--- config.mk ---
export PLATFORM = sky130hd
export DESIGN_NAME = alu_op_sequencer
export DESIGN_NICKNAME = d
export VERILOG_FILES = /design/src/rtl/alu_op_sequencer.sv
export SDC_FILE = /design/constraint.sdc
export NUM_CORES = 1
export LEC_CHECK = 0
export CAP_MARGIN = 20
export CORE_ASPECT_RATIO = 1.75
export CORE_UTILIZATION = 25
export DETAILED_ROUTE_END_ITERATION = 10
export GPL_TIMING_DRIVEN = 0
export MAX_ROUTING_LAYER = met4
export PLACE_DENSITY_LB_ADDON = 0.3
export SETUP_SLACK_MARGIN = 0.15
export SLEW_MARGIN = 20
export SYNTH_ARGS = -nofsm -noshare
export SYNTH_HDL_FRONTEND = slang
export SYNTH_SLANG_ARGS = --single-unit
--- constraint.sdc ---
create_clock -name clk -period 6.75 [get_ports clk]
set_input_delay 1.35 -clock clk [delete_from_list [all_inputs] [get_ports clk]]
set_output_delay 1.35 -clock clk [all_outputs]
set_load 0.005 [all_outputs]
--- src/rtl/alu_op_sequencer.sv ---
// rtl/alu_op_sequencer.sv - command/writeback sequencer around a combinational 16-bit ALU
// Define ALU_SEQ_OPCOUNT_EN to add the op_count result-handshake counter.
module alu_op_sequencer #(
  parameter int DW      = 16,
  parameter int RW      = 32,
  parameter int ALU_LAT = 2
) (
  input  logic          clk,
  input  logic          reset,
  input  logic          cmd_valid,
  output logic          cmd_ready,
  input  logic [3:0]    cmd_sel,
  input  logic [DW-1:0] cmd_a,
  input  logic [DW-1:0] cmd_b,
  input  logic          cmd_use_acc,
  output logic [DW-1:0] alu_a,
  output logic [DW-1:0] alu_b,
  output logic [3:0]    alu_sel,
  input  logic [RW-1:0] alu_out,
  input  logic          alu_err,
  output logic          res_valid,
  input  logic          res_ready,
  output logic [RW-1:0] res_data,
  output logic          res_err,
  output logic [RW-1:0] acc_out,
`ifdef ALU_SEQ_OPCOUNT_EN
  output logic [15:0]   op_count,
`endif
  output logic          err_sticky
);

  typedef enum logic [1:0] {S_IDLE, S_EXEC, S_DONE} state_t;

  state_t        r_state, w_state_nxt;
  logic [3:0]    r_cnt;
  logic [DW-1:0] r_alu_a, r_alu_b;
  logic [3:0]    r_alu_sel;
  logic [RW-1:0] r_res_data, r_acc;
  logic          r_res_err, r_err_sticky;
  logic          w_accept, w_legal, w_clear, w_capture;

  assign cmd_ready = (r_state == S_IDLE) & ~reset;
  assign res_valid = (r_state == S_DONE);
  assign w_accept  = cmd_valid & cmd_ready;
  assign w_clear   = (cmd_sel == 4'd0);
  assign w_legal   = (cmd_sel >= 4'd1) && (cmd_sel <= 4'd12);
  assign w_capture = (r_state == S_EXEC) && (r_cnt == 4'd0);

  always_ff @(posedge clk or posedge reset) begin
    if (reset) r_state <= S_IDLE;
    else       r_state <= w_state_nxt;
  end

  always_comb begin
    w_state_nxt = r_state;
    case (r_state)
      S_IDLE: if (w_accept) w_state_nxt = w_legal ? S_EXEC : S_DONE;
      S_EXEC: if (r_cnt == 4'd0) w_state_nxt = S_DONE;
      S_DONE: if (res_ready) w_state_nxt = S_IDLE;
      default: w_state_nxt = S_IDLE;
    endcase
  end

  always_ff @(posedge clk or posedge reset) begin
    if (reset) begin
      r_cnt        <= '0;
      r_alu_a      <= '0;
      r_alu_b      <= '0;
      r_alu_sel    <= '0;
      r_res_data   <= '0;
      r_acc        <= '0;
      r_res_err    <= 1'b0;
      r_err_sticky <= 1'b0;
    end else begin
      if (w_accept) begin
        if (w_legal) begin
          r_alu_a   <= cmd_use_acc ? r_acc[DW-1:0] : cmd_a;
          r_alu_b   <= cmd_b;
          r_alu_sel <= cmd_sel;
          r_cnt     <= 4'(ALU_LAT - 1);
        end else if (w_clear) begin
          r_alu_sel    <= 4'd0;
          r_res_data   <= '0;
          r_acc        <= '0;
          r_res_err    <= 1'b0;
          r_err_sticky <= 1'b0;
        end else begin
          // Illegal opcode: flag the error but leave accumulator and ALU inputs alone.
          r_res_data   <= '0;
          r_res_err    <= 1'b1;
          r_err_sticky <= 1'b1;
        end
      end else if (w_capture) begin
        r_res_data   <= alu_out;
        r_acc        <= alu_out;
        r_res_err    <= alu_err;
        r_err_sticky <= r_err_sticky | alu_err;
      end else if (r_state == S_EXEC) begin
        r_cnt <= r_cnt - 4'd1;
      end
    end
  end

`ifdef ALU_SEQ_OPCOUNT_EN
  logic [15:0] r_op_count;

  always_ff @(posedge clk or posedge reset) begin
    if (reset)                        r_op_count <= 16'd0;
    else if (res_valid && res_ready)  r_op_count <= r_op_count + 16'd1;
  end

  assign op_count = r_op_count;
`endif

  assign alu_a      = r_alu_a;
  assign alu_b      = r_alu_b;
  assign alu_sel    = r_alu_sel;
  assign res_data   = r_res_data;
  assign res_err    = r_res_err;
  assign acc_out    = r_acc;
  assign err_sticky = r_err_sticky;

endmodule

==> impl_metrics.py <==
metrics = {
    "placement": {
        "placed_area_mm2": 0.007148,
        "dp_hpwl_mm": 13.29,
        "pre_cts_slack_ns": 2.750,
        "dp.cells": 914,
        "port_buffers": 175,
        "gp_congestion": 0.7840,
    },
    "cells_and_area": {
        "drive_gt1_share_pct": 6.715,
        "final_cell_mix": "175 x clkdlybuf4s50_1, 108 x dfrtp_1, 69 x inv_1",
        "stdcell_area_mm2": 0.007453,
        "fillers": 1993,
        "mostFrequentLayoutCell": "clkdlybuf4s50_1",
        "final_util_pct": 37.76,
        "final_nets": 755,
        "final_cells": 932,
        "area_delta_synth_final_pct": 47.38,
    },
    "worst_setup_path": {
        "worstPathRequired_ns": 5.40,
        "start_kind": "input port",
        "crit_fanout": 4,
        "crit_arrival_ns": 2.65,
        "reg2reg_slack_ns": 4.49,
        "worstSetupPathType": "in2out",
        "end_kind": "output pin",
    },
    "drt": {
        "avgViaCountPerCell": 4.853,
        "dr.pass1.iters": 4,
        "wirelength_mm": 17.86,
        "ant_nets": 0,
        "wire_per_inst_um": 19.16,
        "drc": 0,
        "drtIter0Drc": 249,
        "num_vias": 4523,
    },
    "sta": {
        "fin_crit_sh_pct": 59.22,
        "whs_ns": 0.4891,
        "finalSetupViolCount": 0,
        "slew_viol_final": 0,
        "maxSlewHeadroom_pct": 49.81,
        "setup_ws_ns": 2.753,
        "period_needed_ns": 3.997,
        "finClkSkew_ns": 0.01445,
        "hold_violations": 0,
        "rsz0062_at_grt": "false",
        "fin_setup_tns_ns": 0,
        "max_slew.worst_pin.slew_ns": 0.7529,
        "fmax_ghz": 0.2502,
    },
    "clock_tree": {
        "cts_tree": "yes",
        "clk_pin_slew_ns": 0.07,
        "insertion_delay_ns": 0.37,
        "numCtsBuffers": 9,
        "cts.path.max_buffers": 2,
        "ctsHoldBuffers": 0,
        "cts_max_level": 3,
        "cts_resized": 0,
        "post_cts_buffers": 0,
        "cts.sinks": 108,
        "cts_root_buf": "clkbuf_16",
    },
    "logic_synthesis": {
        "async_flop_share_pct": 100.0,
        "synth-edff-count": 0,
        "synth_fp_nets": 568,
        "syn_inst": 493,
        "synthDistinctLibCells": 35,
        "synth_area_per_cell_um2": 10.26,
        "ys_ff_latch": 108,
        "synth_top_flop_cell": "dfrtp_1",
        "netlist_area_mm2": 0.005057,
        "synth_seq_area_share_pct": 53.44,
        "synth_warnings": 0,
    },
    "power": {
        "swShare_pct": 33.99,
        "internal-power_mw": 1.928,
        "total_power_mw": 2.920,
        "power.leakage_nw": 2.985,
        "p_switching_mw": 0.9925,
        "clkPwrFrac_pct": 19.2,
        "ir_drop_v": 0.0001647,
        "p_seq_share_pct": 38.0,
        "powerDensity_mw_per_mm2": 391.8,
        "p_comb_share_pct": 42.8,
    },
    "run": {
        "max_cap_viol_count": 0,
    },
    "global_routing": {
        "antenna_found_initial": 2,
        "overflow": 0,
        "grt_pass1_wl_mm": 27.12,
        "grt_max_degree": 61,
        "grt_use_total_pct": 18.27,
        "grt_pass1_vias": 4670,
    },
    "floorplan": {
        "initial_utilization_pct": 25.62,
        "rows": 68,
        "die_h_um": 190.2,
        "pin_count": 178,
        "core_mm2": 0.01974,
        "dieArea_mm2": 0.02082,
        "die-width_um": 109.5,
    },
    "status": {
        "status": "complete, no violations",
    },
    "hold_path": {
        "hold_class": "reg2reg",
    },
}
## final timing paths
kind,start,end,cells past startpoint
worst max-delay path,reset,cmd_ready,3
worst min register to register,alu_b[14],alu_b[14],1
max in group asynchronous,reset,res_data[14],3
min in group asynchronous,reset,alu_a[0],2
worst max register to register,r_cnt[0],res_data[9],6
worst min-delay path,alu_b[14],alu_b[14],1
## sequential cells by signal, summed over array words and instances (netlist names)
| signal | cells |
|---|---|
| acc_out | 32 |
| r_cnt | 4 |
| alu_a | 16 |
| err_sticky | 1 |
| res_err | 1 |
| alu_sel | 4 |
| res_data | 32 |
| r_state | 2 |
| alu_b | 16 |
## final cells by class
type | instances | area (um^2) | share of cell area [%]
flip-flops and latches | 108 | 2703 | 36.26
multi-input cells | 269 | 1869 | 25.08
repair buffers | 176 | 1779 | 23.87
well taps | 245 | 306.5 | 4.113
inverters | 70 | 267.8 | 3.592
clock buffers | 11 | 242.7 | 3.257
plain buffers | 46 | 222.7 | 2.988
clock inverters | 5 | 57.56 | 0.7722
diodes | 2 | 5.005 | 0.06715
## cells by family after synthesis
kind of cell             synth area share, %
AND/OR/NAND/NOR                        13.11
multiplexers                           7.471
buffers and inverters                  9.599
AO/OA/AOI/OAI                          16.13
adder cells (fa/ha/maj)               0.2474
flip-flops                             53.44
## power by group through the flow
stage | registers, mW | clock network [mW] | logic [mW]
after floorplan | 1.11 | 0 | 0.512
after global placement | 1.11 | 0 | 1.25
after detailed placement | 1.13 | 0 | 1.26
after CTS | 1.11 | 0.574 | 1.27
after global routing | 1.15 | 0.602 | 1.37
final | 1.11 | 0.561 | 1.25
## synth_stat cells (2+ instances only)
library cell | n | share of area [%]
a21oi_1 | 26 | 2.6
a31oi_1 | 18 | 2.2
buf_1 | 4 | 0.30
buf_2 | 10 | 0.99
buf_6 | 5 | 1.1
clkbuf_1 | 27 | 2.0
dfrtp_1 | 108 | 53
inv_1 | 70 | 5.2
mux2_1 | 6 | 1.3
mux2_4 | 10 | 3.0
mux2i_1 | 16 | 3.2
nand3_1 | 66 | 6.5
nand4_1 | 32 | 4.0
nor2b_1 | 2 | 0.25
nor3_1 | 2 | 0.20
o211ai_1 | 66 | 9.8
o21ai_0 | 4 | 0.40
o22a_1 | 3 | 0.52
o32ai_1 | 2 | 0.35
## worst max-delay path, stage by stage
cell             delay (ns)
clkdlybuf4s50_1        0.53
nor3_1                 0.23
clkdlybuf4s50_1        0.53
## per-layer routing
layer | global-route usage [%] | share of wire (%) | vias to the layer above
met5 | - | 0 | -
met3 | 3.392 | 5.2 | 24
li1 | - | - | 2162
met4 | 8.051 | 2.9 | 0
met1 | 19.31 | 37 | 2213
met2 | 32.44 | 55 | 124
No activity file was read; power rests on OpenSTA's default activity.
